$ cat src/rtl/aurora_ctrl_mp.sv
// aurora_ctrl_mp: multi-beat tnet link controller; RX decode/queue/forward plus local TX over one Aurora AXIS pair.
// RX capture runs independently of the TX FSM so incoming beats are never lost.
module aurora_ctrl_mp #(
   parameter int DW         = 64,
   parameter int DATA_WORDS = 1,
   parameter int QD         = 4
) (
   input  logic                     user_clk_i,
   input  logic                     user_rst_ni,
   input  logic                     tx_req_ti,
   input  logic [DW-1:0]            tx_header_ti,
   input  logic [DATA_WORDS*DW-1:0] tx_data_ti,
   output logic                     tx_ack_uo,
   input  logic [9:0]               ID,
   input  logic [9:0]               NN,
   input  logic                     channel_ok_i,
   output logic                     ready_o,
   output logic                     cmd_valid_o,
   input  logic                     cmd_ready_i,
   output logic [DW-1:0]            cmd_header_o,
   output logic [DATA_WORDS*DW-1:0] cmd_data_o,
   output logic [$clog2(QD):0]      cmd_cnt_o,
   output logic [15:0]              drop_cnt_o,
   input  logic [DW-1:0]            s_axi_rx_tdata,
   input  logic                     s_axi_rx_tvalid,
   input  logic                     s_axi_rx_tlast,
   output logic [DW-1:0]            m_axi_tx_tdata,
   output logic                     m_axi_tx_tvalid,
   output logic                     m_axi_tx_tlast,
   input  logic                     m_axi_tx_tready,
   output logic [3:0]               debug_do
);
   localparam int AW = $clog2(QD);
   localparam int PW = DATA_WORDS * DW;
   localparam int BW = $clog2(DATA_WORDS + 1);

   typedef enum logic [2:0] {NOT_READY, IDLE, FWD_H, FWD_D, TX_H, TX_D, WAIT_NREQ} state_t;
   state_t state, nxt;

   logic req_q, req_s;
   logic [BW-1:0] bcnt, idx;
   logic skip, rx_done, rx_err, beat_last;
   logic [DW-1:0] st_hdr, pend_hdr, fwd_hdr, pd, td;
   logic [PW-1:0] st_data, pend_data;
   logic [9:0] dst, step;
   logic own, all, hop_ok, process, fwd, full, pop, push, drop_q, drop_f, pend_v, pend_free;
   logic hs, last_idx;
   logic [AW:0] wp, rp;
   logic [16:0] drop_sum;
   logic [DW-1:0] q_hdr [QD];
   logic [PW-1:0] q_data [QD];

   always_ff @(posedge user_clk_i or negedge user_rst_ni)
      if (!user_rst_ni) {req_s, req_q} <= '0;
      else {req_s, req_q} <= {req_q, tx_req_ti};

   always_comb begin
      beat_last = bcnt == BW'(DATA_WORDS);
      rx_err = s_axi_rx_tvalid && !skip && channel_ok_i && (beat_last ? !s_axi_rx_tlast : s_axi_rx_tlast);
   end

   // skip discards beats up to and including the next tlast after a missing-tlast error
   always_ff @(posedge user_clk_i or negedge user_rst_ni)
      if (!user_rst_ni) begin
         bcnt <= '0;
         skip <= 1'b0;
         rx_done <= 1'b0;
         st_hdr <= '0;
         st_data <= '0;
      end else if (!channel_ok_i) begin
         bcnt <= '0;
         skip <= 1'b0;
         rx_done <= 1'b0;
         st_hdr <= '0;
         st_data <= '0;
      end else begin
         rx_done <= 1'b0;
         if (s_axi_rx_tvalid && skip) skip <= !s_axi_rx_tlast;
         else if (s_axi_rx_tvalid) begin
            if (bcnt == '0) st_hdr <= s_axi_rx_tdata;
            for (int k = 0; k < DATA_WORDS; k++)
               if (bcnt == BW'(k + 1)) st_data[k*DW +: DW] <= s_axi_rx_tdata;
            bcnt <= (beat_last || s_axi_rx_tlast) ? '0 : bcnt + 1'b1;
            rx_done <= beat_last && s_axi_rx_tlast;
            skip <= beat_last && !s_axi_rx_tlast;
         end
      end

   always_comb begin
      dst = st_hdr[49:40];
      step = st_hdr[29:20];
      own = ID != '0 && dst == ID;
      all = &dst;
      hop_ok = NN == '0 || step < NN;
      process = rx_done && (own || all);
      fwd = rx_done && hop_ok && (!own || all);
      cmd_valid_o = wp != rp;
      cmd_cnt_o = wp - rp;
      full = cmd_cnt_o == ($clog2(QD)+1)'(QD);
      pop = cmd_valid_o && cmd_ready_i;
      push = process && (!full || pop);
      drop_q = process && full && !pop;
      drop_f = fwd && pend_v;
      drop_sum = {1'b0, drop_cnt_o} + 17'(rx_err) + 17'(drop_q) + 17'(drop_f);
      fwd_hdr = st_hdr;
      fwd_hdr[29:20] = step + 10'd1;
      cmd_header_o = cmd_valid_o ? q_hdr[rp[AW-1:0]] : '0;
      cmd_data_o = cmd_valid_o ? q_data[rp[AW-1:0]] : '0;
   end

   always_ff @(posedge user_clk_i)
      if (push) begin
         q_hdr[wp[AW-1:0]] <= st_hdr;
         q_data[wp[AW-1:0]] <= st_data;
      end

   always_ff @(posedge user_clk_i or negedge user_rst_ni)
      if (!user_rst_ni) begin
         wp <= '0;
         rp <= '0;
         drop_cnt_o <= '0;
      end else begin
         wp <= wp + (AW+1)'(push);
         rp <= rp + (AW+1)'(pop);
         drop_cnt_o <= drop_sum[16] ? '1 : drop_sum[15:0];
      end

   always_ff @(posedge user_clk_i or negedge user_rst_ni)
      if (!user_rst_ni) begin
         pend_v <= 1'b0;
         pend_hdr <= '0;
         pend_data <= '0;
      end else if (!channel_ok_i) begin
         pend_v <= 1'b0;
         pend_hdr <= '0;
         pend_data <= '0;
      end else if (fwd && !pend_v) begin
         pend_v <= 1'b1;
         pend_hdr <= fwd_hdr;
         pend_data <= st_data;
      end else if (pend_free) pend_v <= 1'b0;

   always_ff @(posedge user_clk_i or negedge user_rst_ni)
      if (!user_rst_ni) state <= NOT_READY;
      else state <= nxt;

   always_ff @(posedge user_clk_i or negedge user_rst_ni)
      if (!user_rst_ni) idx <= '0;
      else if ((state == FWD_D || state == TX_D) && hs) idx <= last_idx ? '0 : idx + 1'b1;
      else if (state != FWD_D && state != TX_D) idx <= '0;

   always_comb begin
      nxt = state;
      case (state)
         NOT_READY: nxt = IDLE;
         IDLE:      nxt = pend_v ? FWD_H : req_s ? TX_H : IDLE;
         FWD_H:     nxt = hs ? FWD_D : FWD_H;
         FWD_D:     nxt = hs && last_idx ? IDLE : FWD_D;
         TX_H:      nxt = hs ? TX_D : TX_H;
         TX_D:      nxt = hs && last_idx ? WAIT_NREQ : TX_D;
         WAIT_NREQ: nxt = req_s ? WAIT_NREQ : IDLE;
         default:   nxt = NOT_READY;
      endcase
      if (!channel_ok_i) nxt = NOT_READY;
   end

   always_comb begin
      pd = pend_data[int'(idx)*DW +: DW];
      td = tx_data_ti[int'(idx)*DW +: DW];
      last_idx = idx == BW'(DATA_WORDS - 1);
      m_axi_tx_tvalid = state inside {FWD_H, FWD_D, TX_H, TX_D};
      hs = m_axi_tx_tvalid && m_axi_tx_tready;
      pend_free = state == FWD_D && hs && last_idx;
      m_axi_tx_tlast = (state == FWD_D || state == TX_D) && last_idx;
      m_axi_tx_tdata = state == FWD_H ? pend_hdr : state == FWD_D ? pd :
                       state == TX_H ? tx_header_ti : state == TX_D ? td : '0;
      ready_o = state != NOT_READY;
      tx_ack_uo = state == TX_H || state == TX_D || (state == WAIT_NREQ && req_s);
      debug_do = {1'b0, state};
   end
endmodule

$ cat config.mk
export PLATFORM = sky130hd
export DESIGN_NAME = aurora_ctrl_mp
export DESIGN_NICKNAME = d
export VERILOG_FILES = /design/src/rtl/aurora_ctrl_mp.sv
export SDC_FILE = /design/constraint.sdc
export NUM_CORES = 1
export LEC_CHECK = 0
export ABC_AREA = 1
export CORE_MARGIN = 8
export CORE_UTILIZATION = 40
export DETAILED_ROUTE_END_ITERATION = 12
export PLACE_DENSITY = 0.64
export SETUP_SLACK_MARGIN = 0.4
export SKIP_CTS_REPAIR_TIMING = 1
export SLEW_MARGIN = 20
export SYNTH_ARGS = -nofsm -noshare
export SYNTH_HDL_FRONTEND = slang
export SYNTH_SLANG_ARGS = --single-unit
$ cat constraint.sdc
create_clock -name user_clk_i -period 9.5 [get_ports user_clk_i]
set_clock_uncertainty 0.15 [all_clocks]
set_input_delay 1.425 -clock user_clk_i [delete_from_list [all_inputs] [get_ports user_clk_i]]
set_output_delay 1.425 -clock user_clk_i [all_outputs]
set_load 0.01 [all_outputs]
==> qor.txt, run 1 <==
worst min path class: flip-flop to flip-flop
Comb pwr share: 32.8%
mux contribution to synthesized area: 0%
most frequent cells in the layout: nand2_1, nor2_1, edfxtp_1
DR vias: 26200
H-tree depth: 3
worst slew pin tran: 1040 ps
Post-Synth Simple-Gate Area: 20.3%
area of the core: 85400 um^2
routability cong.: 0.825
internal power: 7.25 mW
Data arrival, critical path: 4580 ps
commonest non-fill, non-tap cell in the layout: nand2_1
CTS tree: yes
Die ar.: 96000 um^2
WL final: 107000 um
Final HPWL DP: 66400 um
compound-gate portion of the synthesized area: 7.84%
Warnings, synthesis: 0
largest fanout on the critical path: 65
met3 usage: 4.09%
cells after synthesis: 3533
met2 Track Usage GR: 34.8%
largest cells by area after synthesis: edfxtp_1, dfrtp_1, nand2_1
XOR/XNOR share of the synthesized area: 0.304%
clock buffer depth: 3
Power Dens Cells: 258 nW/um^2
# nets final: 4108
Post-synth EDFFs: 512
Worst Path Class, Setup: flip-flop to output pin
initial core utilization: 40.5%
setup_tns: 0 ps
vias in the first global route: 25700
P&R area growth vs syn: 22.8%
worst vdd ir: 158 uV
Slew Limit Fails: 0
fin crit period: 6150 ps
Critical Path Max Stage Delay: 740 ps
max-capacitance violation count: 0
row cnt: 107
Overall Global Routing Usage: 21.8%
I/O pins: 440
Num Clock Sinks: 799
final hold violations: 0
number of CTS-inserted buffers: 83
Switching Share: 33.7%
RSZ-0062 raised after global routing: no
status: completed
ratio of final minimum period to clock period: 64.8%
drt pass-1 iters: 5
Post-Syn Nets: 3777
area share of the largest cell type after synthesis: 44.5%
pin count of the biggest net entering global routing: 129
Routed Antenna Nets: 0
met1 usage: 30.2%
Die Height: 310 um
FILL cells: 7813
GRT busiest layer: met2
drt via density: 5.15
Die Wd: 310 um
Mapped Avg Cell Area: 9.78 um^2
clock share of power: 29.7%
global-route wire length before repair: 161000 um
Adder-Cell Fraction of Synth Area: 0.934%
Synth area leader: edfxtp_1
initial antenna violation count: 9
Synth Flop Type: edfxtp_1
Psw: 3.68 mW
CP Data Required Time: 7930 ps
Slew HR: 30.5%
critical path endpoint category: output pin
layout cells sized above 1: 4.78%
DRC viols: 0
Worst setup SP type: flip-flop
final cell utilization of the core: 49.7%
delay-heaviest family, CP: buffers and inverters
CP max stage cell: inv_4
FMAX: 163 MHz
crit-path cells: inv_4, ha_1, nand4_1, inv_4, buf_4, a21oi_1, clkdlybuf4s50_1
number of port buffers: 438
worst path buffer plus inverter count: 4
number of synthesized register bits: 799
Root Driver: clkbuf_16
Synth cell types: 34
P_leak: 17.3 nW
total gr overflow: 0
most frequent CP cell: inv_4
initial drt markers: 2226
largest family of logic cells by synthesized area: simple AND/OR/NAND/NOR gates
Final setup viols: 0
per-cell routed wire length: 21.1 um
Reg clk slew, reported paths: 60 ps
clock latency on the worst-skew pair: 620 ps
Seq pwr share: 37.5%
post-synthesis sequential area ratio: 65.3%
cell area after synthesis: 34600 um^2
share of flip-flops with an asynchronous set or reset: 35.9%
## cell usage after synthesis, types with 2 or more instances
cell type,number
nor2_1,692
o21ai_0,264
nand2_1,726
buf_4,3
nand4_1,80
nor3b_1,2
buf_6,25
inv_2,5
clkbuf_1,144
buf_2,31
o21ai_1,6
nand3_1,217
a21oi_1,261
xor2_1,11
nor3_1,6
fa_1,3
or2_2,3
dfrtp_1,287
buf_1,24
ha_1,21
edfxtp_1,512
inv_1,198
## power by group through the flow
stage / Clock (mW) / Sequential (mW) / Combinational (mW)
after floorplan: 0 / 4.06 / 1.81
after global placement: 0 / 4.16 / 3.62
after detailed placement: 0 / 4.17 / 3.62
after CTS: 3.30 / 4.10 / 3.65
after global routing: 3.43 / 4.12 / 3.93
final: 3.25 / 4.10 / 3.59
## area by class of cell
type	instances	area, um^2	area share (%)
Antenna cell	8	20.0	0.0472
Clock buffer	113	2330	5.50
Clock inverter	42	404	0.953
Inverter	203	772	1.82
Multi-Input combinational cell	2304	10200	24.1
Sequential cell	799	22600	53.2
Tap cell	1144	1430	3.37
Timing Repair Buffer	473	4660	11.0
## kinds of logic after synthesis
| kind of cell | after synthesis |
|---|---|
| AND/OR/NAND/NOR | 1730 |
| flip-flops | 799 |
| AO/OA/AOI/OAI | 537 |
| buffers and inverters | 430 |
| adder cells (fa/ha/maj) | 24 |
| XOR/XNOR | 12 |
| other | 1 |
## worst register-to-register path: stages, from the launching register on
cell and delay, ps:
dfrtp_4 610, inv_4 720, ha_1 380, nand4_1 190, nand2_1 120, nand4_1 190
nand4_1 260, nor2_4 750, buf_4 870
## metrics by stage
step | instance area [um^2] | hold WS, ps | setup WS, ps | power [mW] | std cells
global route | 42400 | 218 | 3020 | 11.5 | 5083
CTS | 42400 | 209 | 3260 | 11.0 | 5078
finish | 42400 | 207 | 3350 | 10.9 | 5086
global placement | 39700 | 188 | 4080 | 7.78 | 4923
floorplan | 34600 | 181 | 1380 | 5.86 | 3533
detailed placement | 39700 | 186 | 3920 | 7.79 | 4923
## worst paths after layout
path                            startpoint  slack, ps                       end  depth (start not counted)
max                        rp[1]$_DFF_PN0_       3350            cmd_data_o[63]                          7
min                        req_q$_DFF_PN0_        210           req_s$_DFF_PN0_                          0
max reg2reg                rp[1]$_DFF_PN0_       4760    q_hdr[2][58]$_DFFE_PP_                          8
min reg2reg                req_q$_DFF_PN0_        210           req_s$_DFF_PN0_                          0
max in group asynchronous      user_rst_ni       6460  pend_hdr[63]$_DFFE_PN0P_                          3
min in group asynchronous      user_rst_ni        620  pend_hdr[41]$_DFFE_PN0P_                          1
## flip-flops by register name, indices dropped and copies added, names as in the netlist
register    count
req_s           1
pend_hdr       64
q_data        256
skip            1
req_q           1
state           3
bcnt            1
wp              3
rp              3
st_data        64
pend_data      64
st_hdr         64
rx_done         1
drop_cnt_o     16
q_hdr         256
pend_v          1
## per-layer routing
layer / vias to the layer above / part of all wire, %
met2: 930 / 47
met5: - / 0
li1: 12500 / -
met4: 0 / 2.7
met3: 145 / 7.7
met1: 12700 / 43
Power figures use the tool's default switching activity.
==> run 2: changes to the inputs <==
- PLACE_DENSITY: 0.64 -> 0.66
- clock period: 9.5 -> 5.2 ns (I/O delays scaled with it)
==> qor.txt, run 2 (synthesis gave the netlist of run 1 again) <==
status: completed
I/O pins: 440 (unchanged)
Post-Layout Cell Count: 5097 (+0.22%)
P&R area growth vs syn: 24.0%
clock share of power: 29.9% (+0.2 points)
Data arrival, critical path: 3560 ps (-1020 ps)
number of port buffers: 438 (unchanged)
clock buffer depth: 3 (unchanged)
row cnt: 107 (unchanged)
internal power: 13.4 mW (+85%)
Routed Antenna Nets: 0 (unchanged)
Worst setup SP type: flip-flop
worst min path class: input pin to async pin
per-cell routed wire length: 20.0 um (-5.2%)
Num Clock Sinks: 799 (unchanged)
PnR worst setup slack: 710 ps (-2640 ps)
FMAX: 223 MHz
# nets final: 4122 (+0.34%)
CTS tree: yes
Final HPWL DP: 62700 um (-5.5%)
max-capacitance violation count: 0 (unchanged)
Comb pwr share: 32.9% (about the same)
FILL cells: 7668 (-1.9%)
Pwr Total: 20.1 mW (+84%)
H-tree depth: 3 (unchanged)
Seq pwr share: 37.3% (-0.2 points)
Psw: 6.69 mW (+82%)
DR vias: 26200 (+0.042%)
Die ar.: 96000 um^2 (unchanged)
routability cong.: 0.850 (+3.0%)
RSZ-0062 raised after global routing: no
final hold violations: 0 (unchanged)
Power Dens Cells: 469 nW/um^2 (+82%)
most frequent cells in the layout: nand2_1, nor2_1, edfxtp_1
clock latency on the worst-skew pair: 620 ps (about the same)
Multi-input gate area: 10200 um^2 (about the same)
initial antenna violation count: 8 (-1)
Reg clk slew, reported paths: 60 ps (about the same)
commonest non-fill, non-tap cell in the layout: nand2_1
Worst Path Class, Setup: flip-flop to output pin
Slew HR: 34.7% (+4.2 points)
Final setup viols: 0 (unchanged)
pin count of the biggest net entering global routing: 144 (+12%)
Die Wd: 310 um (unchanged)
largest fanout on the critical path: 30 (-54%)
P_leak: 17.5 nW (+1.1%)
fin crit period: 4490 ps
Die Height: 310 um (unchanged)
total gr overflow: 0 (unchanged)
Root Driver: clkbuf_16
worst slew pin tran: 980 ps (-62.7 ps)
area of the core: 85400 um^2 (unchanged)
DRC viols: 0 (unchanged)
layout cells sized above 1: 5.17% (+0.39 points)
worst vdd ir: 367 uV (+130%)
CP Data Required Time: 4270 ps (-3660 ps)
initial core utilization: 40.5% (unchanged)
ratio of final minimum period to clock period: 86.3%
WL final: 102000 um (-5.0%)
DP Cell Count: 4936 (+0.26%)
setup_tns: 0 ps (unchanged)
Slew Limit Fails: 0 (unchanged)
number of CTS-inserted buffers: 83 (unchanged)
Switching Share: 33.3% (-0.44 points)
vias in the first global route: 25900 (+0.83%)
Post-Place Setup Slack: 367 ps (-3550 ps)
Sequential cell area: 22600 um^2 (unchanged)
global-route wire length before repair: 154000 um (-4.4%)
initial drt markers: 2053 (-7.8%)
critical path endpoint category: output pin
Overall Global Routing Usage: 20.6% (-1.2 points)
drt via density: 5.14 (-0.17%)
drt pass-1 iters: 5 (unchanged)
[run 2: cell type report]
type                       count  share of cell area, %
sequential                   799                   52.7
multi-input combinational   2304                   23.9
timing repair buffer         487                   11.8
clock buffer                 119                   5.64
tap                         1144                   3.34
inverter                     203                   1.80
clock inverter                36                  0.891
antenna                        5                 0.0292
[run 2: worst max-delay path, stage by stage, from the launching register on]
cell and delay, ps:
dfrtp_4 600, inv_1 140, nor2_1 100, inv_1 120, nor2_4 650, buf_4 520
nand2_1 140, nand4_1 100, clkdlybuf4s50_1 560
[run 2: path summary, 6_finish.rpt]
path	start	end	slack [ps]	depth (start not counted)
setup reg to reg	st_hdr[29]$_DFFE_PN0P_	drop_cnt_o[11]$_DFF_PN0_	1170	16
max in group asynchronous	user_rst_ni	st_data[27]$_DFFE_PN0P_	3680	2
hold / removal	user_rst_ni	pend_hdr[34]$_DFFE_PN0P_	60	1
setup / recovery	state[2]$_DFF_PN0_	m_axi_tx_tdata[20]	710	8
hold reg to reg	req_q$_DFF_PN0_	req_s$_DFF_PN0_	210	0
min in group user_clk_i	req_q$_DFF_PN0_	req_s$_DFF_PN0_	210	0
[run 2: routing by layer]
| layer | share of wire, % | vias to the layer above | GRT usage, % |
|---|---|---|---|
| met4 | 3.0 | 2 | 7.11 |
| li1 | - | 12500 | - |
| met1 | 42 | 12700 | 27.1 |
| met2 | 47 | 914 | 33.7 |
| met5 | 0.0069 | - | 0 |
| met3 | 7.6 | 131 | 4.51 |
[run 2: power groups by stage]
stage                     registers, mW  logic, mW  clock network, mW
after floorplan                    7.41       3.30                  0
after global placement             7.60       6.64                  0
after detailed placement           7.61       6.68                  0
after CTS                          7.49       6.73               6.11
after global routing               7.54       7.21               6.36
final                              7.49       6.61               6.01
[run 2: through the flow]
| step | hold slack, ps | cell area [um^2] | utilization [%] |
|---|---|---|---|
| 6_report | 61.7 | 42900 | 50.2 |
| 5_1_grt | 123 | 42900 | 50.2 |
| 4_1_cts | 84.3 | 42800 | 50.1 |
| 3_5_place_dp | 192 | 40000 | 46.8 |
| 3_3_place_gp | 189 | 40000 | 46.8 |
| 2_1_floorplan | 181 | 34600 | - |
